`src/rtl/edge_detector_bank.sv`:
```
// edge_detector_bank
//
// Multi-channel edge detector. It sits between external status, button or
// sensor pins and the register or interrupt logic. Each channel runs its own
// chain of stages:
//   raw pin -> synchroniser -> glitch filter -> filtered level -> edge pulses
//   -> mode qualification -> sticky pending flag and saturating counter.
// Channels share no state with one another.
//
// Parameters
//   CHANNELS     number of independent channels (>= 1)
//   SYNC_STAGES  synchroniser depth (>= 2)
//   FILTER_LEN   consecutive mismatching samples needed to accept a change;
//                set it to 0 to bypass the filter
//   CNT_W        width of each event counter (>= 1)
//
// Ports
//   i_clk      clock; all logic runs on the rising edge
//   i_rst      asynchronous reset, active low; clears every register
//   i_in       raw asynchronous inputs, one bit per channel
//   i_mode     per-channel qualifier, bits [2c+1:2c]:
//                00 off, 01 rising, 10 falling, 11 both
//   i_clear    per-channel synchronous clear of the pending flag and counter
//   o_level    filtered level
//   o_posedge  one-cycle pulse when the filtered level rises
//   o_negedge  one-cycle pulse when the filtered level falls
//   o_edge     one-cycle pulse when the filtered level changes
//   o_event    edge qualified by i_mode (combinational, so a mode change
//              takes effect in the same cycle)
//   o_pending  sticky event flag
//   o_count    saturating event counters; channel c is at [c*CNT_W +: CNT_W]
module edge_detector_bank #(
    parameter int CHANNELS    = 8,
    parameter int SYNC_STAGES = 2,
    parameter int FILTER_LEN  = 4,
    parameter int CNT_W       = 8
) (
    input  logic                      i_clk,
    input  logic                      i_rst,
    input  logic [CHANNELS-1:0]       i_in,
    input  logic [2*CHANNELS-1:0]     i_mode,
    input  logic [CHANNELS-1:0]       i_clear,
    output logic [CHANNELS-1:0]       o_level,
    output logic [CHANNELS-1:0]       o_posedge,
    output logic [CHANNELS-1:0]       o_negedge,
    output logic [CHANNELS-1:0]       o_edge,
    output logic [CHANNELS-1:0]       o_event,
    output logic [CHANNELS-1:0]       o_pending,
    output logic [CHANNELS*CNT_W-1:0] o_count
);

    localparam logic [CNT_W-1:0] CNT_MAX = '1;

    for (genvar c = 0; c < CHANNELS; c++) begin : g_ch
        logic [SYNC_STAGES-1:0] sync_q;
        logic                   s;
        logic                   level_q;
        logic                   level_d_q;
        logic                   pend_q;
        logic [CNT_W-1:0]       cnt_q;

        // Synchroniser: shift chain of SYNC_STAGES flops. The oldest stage
        // is the synchronised sample that the filter sees.
        always_ff @(posedge i_clk or negedge i_rst) begin
            if (!i_rst) begin
                sync_q <= '0;
            end else begin
                sync_q <= {sync_q[SYNC_STAGES-2:0], i_in[c]};
            end
        end

        assign s = sync_q[SYNC_STAGES-1];

        if (FILTER_LEN == 0) begin : g_nofilt
            always_ff @(posedge i_clk or negedge i_rst) begin
                if (!i_rst) begin
                    level_q <= 1'b0;
                end else begin
                    level_q <= s;
                end
            end
        end else begin : g_filt
            localparam int            FW   = $clog2(FILTER_LEN + 1);
            localparam logic [FW-1:0] LAST = FW'(FILTER_LEN - 1);
            logic [FW-1:0] fcnt_q;

            // fcnt_q counts the samples so far that disagree with the level.
            // The new level is taken on the FILTER_LEN-th such sample in a
            // row. Any agreeing sample starts the count again from zero.
            always_ff @(posedge i_clk or negedge i_rst) begin
                if (!i_rst) begin
                    fcnt_q  <= '0;
                    level_q <= 1'b0;
                end else if (s != level_q) begin
                    if (fcnt_q == LAST) begin
                        level_q <= s;
                        fcnt_q  <= '0;
                    end else begin
                        fcnt_q <= fcnt_q + FW'(1);
                    end
                end else begin
                    fcnt_q <= '0;
                end
            end
        end

        // level_d_q, the pending flag and the counter. An event has priority
        // over a clear: if both come in the same cycle, the pending flag
        // stays set and the counter restarts at 1.
        always_ff @(posedge i_clk or negedge i_rst) begin
            if (!i_rst) begin
                level_d_q <= 1'b0;
                pend_q    <= 1'b0;
                cnt_q     <= '0;
            end else begin
                level_d_q <= level_q;

                if (o_event[c]) begin
                    pend_q <= 1'b1;
                end else if (i_clear[c]) begin
                    pend_q <= 1'b0;
                end

                if (i_clear[c]) begin
                    cnt_q <= o_event[c] ? CNT_W'(1) : '0;
                end else if (o_event[c] && (cnt_q != CNT_MAX)) begin
                    cnt_q <= cnt_q + CNT_W'(1);
                end
            end
        end

        assign o_level[c]   = level_q;
        assign o_posedge[c] = level_q & ~level_d_q;
        assign o_negedge[c] = ~level_q & level_d_q;
        assign o_edge[c]    = level_q ^ level_d_q;
        assign o_event[c]   = (o_posedge[c] & i_mode[2*c]) |
                              (o_negedge[c] & i_mode[2*c+1]);
        assign o_pending[c] = pend_q;
        assign o_count[c*CNT_W +: CNT_W] = cnt_q;
    end

endmodule

```
`config.mk`:
```
export PLATFORM = sky130hd
export DESIGN_NAME = edge_detector_bank
export DESIGN_NICKNAME = d
export VERILOG_FILES = /design/src/rtl/edge_detector_bank.sv
export SDC_FILE = /design/constraint.sdc
export NUM_CORES = 1
export LEC_CHECK = 0
export CORE_MARGIN = 2
export CORE_UTILIZATION = 40
export DETAILED_ROUTE_END_ITERATION = 10
export PLACE_DENSITY = 0.67
export SYNTH_ARGS = -nofsm -noshare
export SYNTH_HDL_FRONTEND = slang
export SYNTH_SLANG_ARGS = --single-unit
export TNS_END_PERCENT = 20
```
`constraint.sdc`:
```
create_clock -name i_clk -period 2.1 [get_ports i_clk]
set_clock_uncertainty 0.05 [all_clocks]
set_input_delay 0.42 -clock i_clk [delete_from_list [all_inputs] [get_ports i_clk]]
set_output_delay 0.42 -clock i_clk [all_outputs]
set_load 0.02 [all_outputs]
```
==> results of run 1 <==
[kinds of logic (layout without fill, tap and decap cells)]
logic type | count (synthesis) | in the layout | synth area share (%)
xor gates and xnor gates | 32 | 32 | 4.68
buffers and inverters | 65 | 247 | 5.10
and+or+nand+nor | 180 | 180 | 15.9
adders and majority gates | 32 | 32 | 6.69
AOI/OAI and AO/OA | 97 | 97 | 11.7
DFF | 128 | 128 | 53.5
muxes | 14 | 14 | 2.36
[layer usage]
metal	wire length, um	track usage (%)	vias up
li1	-	-	2255
met1	5510	19.7	2226
met2	6250	27.8	110
met3	706	5.48	14
met4	139	5.82	0
met5	0	0	-
[per-stage QoR]
stage / power, uW / worst slack (ps) / std cells / setup TNS [ps]
5_1_grt: 10700 / -79.6 / 914 / -256
4_1_cts: 10200 / -125 / 912 / -187
6_report: 10000 / 28.2 / 914 / 0
3_3_place_gp: 7000 / -183 / 869 / -471
2_1_floorplan: 5490 / 208 / 548 / 0
3_5_place_dp: 7110 / -186 / 869 / -612
[flip-flops by register name, summed over array words and instances (netlist names)]
register,count
g_ch.cnt_q,64
g_ch.g_filt.fcnt_q,24
g_ch.sync_q,16
g_ch.level_d_q,8
g_ch.level_q,8
g_ch.pend_q,8
[Yosys cell counts (all sizes together), types with 5 or more instances]
cell type,number
nand4,9
o21ai,23
nand3,13
o211ai,25
inv,40
nand2,28
nor2b,12
and2,5
nor3,18
ha,32
nor2,43
nor3b,11
o21a,5
nand3b,6
mux2i,13
buf,21
nand2b,8
xor2,24
a21oi,8
dfrtp,128
and3,15
xnor2,8
a22oi,7
[power by group through the flow]
stage / Sequential (uW) / Clock [uW] / Combinational (uW)
2_1_floorplan: 3410 / 0 / 2080
3_3_place_gp: 3330 / 0 / 3670
3_5_place_dp: 3360 / 0 / 3750
4_1_cts: 3290 / 3170 / 3710
5_1_grt: 3360 / 3280 / 4050
6_report: 3280 / 3080 / 3670
[what timing repair did]
item / in CTS / in global routing
hold buffers: 1 / 0
pin swaps: 1 / 2
hold endpoints to repair: 31 / 0
gates resized for setup: 57 / 14
setup buffers: 10 / 2
cloned: 0 / 0
setup endpoints to repair: 31 / 15
[worst max path at each step]
stage,from,to,slack [ps],cells past startpoint
detailed placement,i_mode[8],o_event[4],-190,4
global placement,i_mode[8],o_event[4],-180,4
global route,g_ch[5].level_q$_DFFE_PN0P_,o_event[5],-80,5
floorplan,g_ch[3].level_q$_DFFE_PN0P_,g_ch[3].cnt_q[5]$_DFFE_PN0P_,210,7
finish,g_ch[5].level_q$_DFFE_PN0P_,o_event[5],30,5
CTS,g_ch[4].level_q$_DFFE_PN0P_,o_event[4],-130,5
[cell type report]
| type | count | area, sq um |
|---|---|---|
| Clock buffer | 21 | 460 |
| Clock inverter | 11 | 161 |
| Fill cell | 1212 | 6220 |
| Inverter | 40 | 150 |
| Multi-Input combinational cell | 355 | 2520 |
| Sequential cell | 128 | 3200 |
| Tap cell | 184 | 230 |
| Timing Repair Buffer | 175 | 1640 |
==> reports/qor.yml, run 1 <==
sta:
  hold_viol: 0
  slew_headroom_pct: 70.2
  ratio_of_final_minimum_period_to_clock_period_pct: 98.7
  finalMaxSlewViolations: 0
  rsz0062_at_grt: "true"
  worst_max_slew_pin_slew_ps: 447
  fmaxAchievable_mhz: 483
  crit_path_time_final_ps: 2070
  hold_ws_ps: 296
  number_of_failing_setup_endpoints_in_the_final_timing_report: 0
floorplanning:
  num_io_pins: 146
  design.core.area_sq_um: 14600
  dieArea_sq_um: 16000
  placement_rows: 44
  initial_utilization_pct: 41.0
  fp.dieH_um: 126
  dieWidth_um: 126
pwr:
  power.density_cell_area_nw_per_um2: 1200
  intPower_uw: 6670
  vdd.ir_drop.worst_mv: 0.741
  p_comb_share_pct: 36.6
  power_leakage_uw: 0.00392
  netSwitchingPower_uw: 3370
  power.switching_fraction_pct: 33.5
  power.sequential.fraction_pct: 32.7
  power.clock.fraction_pct: 30.7
placement:
  gp_congestion: 0.821
  detailed_place.area_sq_um: 7660
  port-buffer-count: 145
  dpl.hpwl_um: 8880
min_path:
  hp-class: "flop to flop"
  hold_depth: 0
  hold_end: "g_ch[2].sync_q[1]$_DFF_PN0_"
  min-delay-start: "g_ch[2].sync_q[0]$_DFF_PN0_"
clock_tree:
  clk_pin_slew_worst_paths_ps: 50
  cts.root.buffer_cell: "sky130_fd_sc_hd__clkbuf_16"
  worstSkewPairLatency_ps: 410
  cts_made_buffers: 17
  cts.sink_count: 128
  clock_tree_from_tritoncts: "yes"
  cts_htree_levels: 4
  clock_path_buffers: 2
grt:
  globalRouteOverflowTotal: 0
  grt_pass1_wl_um: 21500
  number_of_global_route_vias_before_repair: 4624
  grt_use_total_pct: 16.5
  grt_start_max_net_pins: 52
  grt_antenna_before_repair: 0
run_status:
  outcome: "finished clean"
run:
  cap_violations: 0
synth:
  synth_top_cells_by_area: "sky130_fd_sc_hd__dfrtp_1 54%, sky130_fd_sc_hd__ha_1 6.7%, sky130_fd_sc_hd__xor2_1 3.5%"
  yosysTopAreaCellShare_pct: 53.5
  yosys_most_used_dff: "sky130_fd_sc_hd__dfrtp_1"
  syn-mean-instance-area_sq_um: 10.9
  number_of_synthesized_register_bits: 128
  syn-num-nets: 614
  yosys_warnings: 0
  synth_area_leader_cell: "sky130_fd_sc_hd__dfrtp_1"
  synth_edf_count: 0
  yosysSeqAreaShare_pct: 53.5
  syn-instance-count: 548
  asyncSetResetFlopFracSynth_pct: 100
  synth.distinct_cells: 44
  synth_area_sq_um: 5990
critical_path:
  worst_ep_arrival_time_ps: 1600
  cp_num_buf_inv: 3
  r2r_slack_ps: 260
  timing.critical_path.to_type: "output pin"
  critical_path.reg2reg.endpoint: "g_ch[4].cnt_q[6]$_DFFE_PN0P_"
  crit_fanout: 4
  r2r_start: "g_ch[4].level_q$_DFFE_PN0P_"
  cp_top_family: "flip-flops"
  worstRegToRegCells: 7
  max_stage_delay_ps: 410
  slowest_stage: "sky130_fd_sc_hd__dfrtp_1"
  critPathKind: "flop to output pin"
  cp_common_cell: "sky130_fd_sc_hd__inv_1"
  timing.critical_path.cells: "inv_1 -> ha_1 -> a22oi_2 -> inv_1 -> clkdlybuf4s15_2"
  critPathRequiredTime_ps: 1630
  timing.critical_path.from_type: "flop"
drt:
  route.final.wire_length_um: 12600
  drc_errors: 0
  initialDrtViolationCount: 200
  vias: 4605
  drt-vias-per-instance: 5.04
  drt_pass1_iterations: 4
  routedWlPerCell_um: 13.8
  antenna_left: 0
layout:
  insertedDiodeCount: 0
  num-nets-final: 783
  flow.area_growth_from_synthesis_pct: 39.7
  leading_cell_types_in_the_layout_fill_and_taps_excluded: "127 x sky130_fd_sc_hd__dfrtp_1, 108 x sky130_fd_sc_hd__clkdlybuf4s50_1, 43 x sky130_fd_sc_hd__nor2_1"
  mostFrequentLayoutCell: "sky130_fd_sc_hd__dfrtp_1"
  final_core_utilization_pct: 57.3
  final_design_area_no_fill_sq_um: 8370
  ratio_of_cells_with_drive_above_1_in_the_final_layout_pct: 13.3
Note: power is estimated with default switching activity, not from simulation.
==> run 2, diff against run 1 <==
- ABC_CLOCK_PERIOD_IN_PS: unset -> 2100
- SLEW_MARGIN: unset -> 20
==> results of run 2 <==
Final layout, timing and power as in run 1 (identical DEF).
==> run 3, diff against run 2 <==
- ABC_CLOCK_PERIOD_IN_PS: 2100 -> 2500
- clock period: 2.1 -> 2.5 ns (I/O delays scaled with it)
==> run 3 against run 2 <==
  * Global-route usage fell by 0.11 points
  * Largest cell class unchanged
  * Worst hold slack got worse by 250 ps
  * Sequential cell count did not move
  * Routed wire length fell by 0.78%
  * Via count fell by 2.2%
  * Highest routed layer unchanged
  * Critical endpoint is now o_edge[1]
  * First-iteration DRC count rose by 2.5%
  * Setup slack improved by 83 ps
  * Cell count fell by 2.1%
  * Register-to-register slack improved by 350 ps
  * Die area did not move
==> reports/qor.yml, run 3 (synthesized netlist as in run 1, its figures left out) <==
run_status:
  outcome: "finished clean"
grt:
  grt_pass1_wl_um: 21400  # -0.45%
  number_of_global_route_vias_before_repair: 4516  # -2.3%
  globalRouteOverflowTotal: 0  # unchanged
  grt_use_total_pct: 16.3  # -0.11 points
  grt_start_max_net_pins: 78  # +50%
  grt_antenna_before_repair: 0  # unchanged
pwr:
  vdd.ir_drop.worst_mv: 0.843  # +14%
  power.density_cell_area_nw_per_um2: 1010  # -16%
  power_leakage_uw: 0.00377  # -3.9%
clock_tree:
  hold_buffers: 0  # -1
  clk_pin_slew_worst_paths_ps: 50  # about the same
  cts_htree_levels: 4  # unchanged
  cts_made_buffers: 17  # unchanged
  clock_tree_from_tritoncts: "yes"
  cts.root.buffer_cell: "sky130_fd_sc_hd__clkbuf_16"
  worstSkewPairLatency_ps: 410  # about the same
  clock_path_buffers: 2  # unchanged
  cts.sink_count: 128  # unchanged
drt:
  antenna_left: 0  # unchanged
  vias: 4504  # -2.2%
  maxUsedRoutingLayer: "met4"
  drt-vias-per-instance: 5.03  # -0.12%
  wl_met2_um: 5950  # -4.8%
  met1_wire_length_um: 5710  # +3.7%
  routedWlPerCell_um: 14.0  # +1.3%
  initialDrtViolationCount: 205  # +2.5%
  drc_errors: 0  # unchanged
  drt_pass1_iterations: 4  # unchanged
  route.final.wire_length_um: 12500  # -0.78%
  route.met3.wl_um: 687  # -2.7%
layout:
  regMostFlops: "g_ch.cnt_q"
  num-nets-final: 765  # -2.3%
  final_design_area_no_fill_sq_um: 8220  # -1.7%
  multi_input_area_sq_um: 2490  # -0.90%
  mostFrequentLayoutCell: "sky130_fd_sc_hd__clkdlybuf4s50_1"
  sequential_cell_area_sq_um: 3210  # about the same
  largest_register_ffs: 64  # unchanged
  flow.area_growth_from_synthesis_pct: 37.3
  insertedDiodeCount: 0  # unchanged
  ratio_of_cells_with_drive_above_1_in_the_final_layout_pct: 8.86  # -4.4 points
  final.fill_count: 1220  # +0.66%
  leading_cell_types_in_the_layout_fill_and_taps_excluded: "132 x sky130_fd_sc_hd__clkdlybuf4s50_1, 126 x sky130_fd_sc_hd__dfrtp_1, 43 x sky130_fd_sc_hd__nor2_1"
  top_regs: "g_ch.cnt_q (64), g_ch.g_filt.fcnt_q (24), g_ch.sync_q (16)"
placement:
  dp_worst_setup_slack_ps: 73.1  # +260 ps
  dpl.hpwl_um: 9020  # +1.5%
  detailed_place.area_sq_um: 7610  # -0.65%
  gp_congestion: 0.846  # +3.0%
  port-buffer-count: 145  # unchanged
sta:
  finalMaxSlewViolations: 0  # unchanged
  fmaxAchievable_mhz: 419
  crit_path_time_final_ps: 2390
  slew_headroom_pct: 57.2  # -13 points
  worst_max_slew_pin_slew_ps: 642  # +195 ps
  tns_ps: 0  # unchanged
  setup_ws_ps: 111  # +82.6 ps
  number_of_failing_setup_endpoints_in_the_final_timing_report: 0  # unchanged
  rsz0062_at_grt: "false"
  ratio_of_final_minimum_period_to_clock_period_pct: 95.6
  hold_viol: 0  # unchanged
floorplanning:
  initial_utilization_pct: 41.0  # unchanged
  num_io_pins: 146  # unchanged
  dieWidth_um: 126  # unchanged
  placement_rows: 44  # unchanged
  dieArea_sq_um: 16000  # unchanged
  design.core.area_sq_um: 14600  # unchanged
  fp.dieH_um: 126  # unchanged
critical_path:
  worst_ep_arrival_time_ps: 1840  # +240 ps
  timing.critical_path.from_type: "flop"
  critical_path.reg2reg.endpoint: "g_ch[4].cnt_q[6]$_DFFE_PN0P_"
  timing.critical_path.to: "o_edge[1]"
  r2r_start: "g_ch[4].level_q$_DFFE_PN0P_"
  worstRegToRegCells: 7  # unchanged
  crit_fanout: 5  # +1
  r2r_slack_ps: 610  # +350 ps
  critPathRequiredTime_ps: 1950  # +320 ps
  cp-startpoint: "g_ch[1].level_q$_DFFE_PN0P_"
  timing.critical_path.to_type: "output pin"
  critPathKind: "flop to output pin"
run:
  cap_violations: 0  # unchanged
min_path:
  hp-class: "input pin to asynchronous set/reset pin"
## run 3: cell count changes in the layout (fill, tap and decap cells not counted), moves of 2 or more
cell,before,now
sky130_fd_sc_hd__clkdlybuf4s50_1,108,132
sky130_fd_sc_hd__buf_4,28,12
sky130_fd_sc_hd__dlygate4sd2_1,22,8
sky130_fd_sc_hd__buf_2,6,0
sky130_fd_sc_hd__a22oi_1,0,4
sky130_fd_sc_hd__a22oi_2,7,3
sky130_fd_sc_hd__clkbuf_1,2,5
sky130_fd_sc_hd__clkbuf_2,2,0
sky130_fd_sc_hd__clkdlybuf4s15_1,2,0
sky130_fd_sc_hd__clkinv_2,5,3
## run 3: how the worst min path moves through the flow
| stage | from | end | slack, ps |
|---|---|---|---|
| finish | i_rst | g_ch[7].cnt_q[3]$_DFFE_PN0P_ | 50 |
| global placement | g_ch[2].sync_q[0]$_DFF_PN0_ | g_ch[2].sync_q[1]$_DFF_PN0_ | 280 |
| floorplan | i_rst | g_ch[0].cnt_q[0]$_DFFE_PN0P_ | 150 |
| global route | i_rst | g_ch[7].pend_q$_DFFE_PN0P_ | 80 |
| CTS | i_rst | g_ch[7].pend_q$_DFFE_PN0P_ | 60 |
| detailed placement | g_ch[4].sync_q[0]$_DFF_PN0_ | g_ch[4].sync_q[1]$_DFF_PN0_ | 290 |
## run 3: power by group
part           internal [uW]  switching, uW
sequential              2470            332
combinational           1430           1590
clock                   1640            831
## run 3: layer usage
metal  vias up  GRT usage, %
li1       2223             -
met1      2141          21.2
met2       126          25.9
met3        14          5.27
met4         0          5.82
met5         -             0
## run 3: critical path: stages, from the launching register on
cell and delay [ps]:
sky130_fd_sc_hd__dfrtp_1 420, sky130_fd_sc_hd__inv_1 80, sky130_fd_sc_hd__ha_1 280, sky130_fd_sc_hd__inv_1 50
sky130_fd_sc_hd__clkdlybuf4s50_1 590
## run 3: stage by stage
stage	hold WS, ps	std cells	total power (uW)	util (%)
2_1_floorplan	154	548	4610	-
3_3_place_gp	283	864	5830	52.2
3_5_place_dp	286	864	5930	52.2
4_1_cts	58.4	895	8430	56.2
5_1_grt	82.2	895	8810	56.4
6_report	48.1	895	8290	56.4
## run 3: cell type report
| class | count | share of cell area, % |
|---|---|---|
| clock buffers | 25 | 5.90 |
| inverters | 40 | 1.83 |
| repair buffers | 157 | 18.9 |
| clock inverters | 6 | 1.28 |
| well taps | 184 | 2.80 |
| multi-input cells | 355 | 30.3 |
| flip-flops and latches | 128 | 39.0 |
## run 3: what timing repair did
| action | 4_1_cts | 5_1_grt |
|---|---|---|
| pin swaps | 0 | 0 |
| buffers inserted | 0 | 0 |
| resized for setup | 11 | 6 |
| setup endpoints to repair | 8 | 6 |
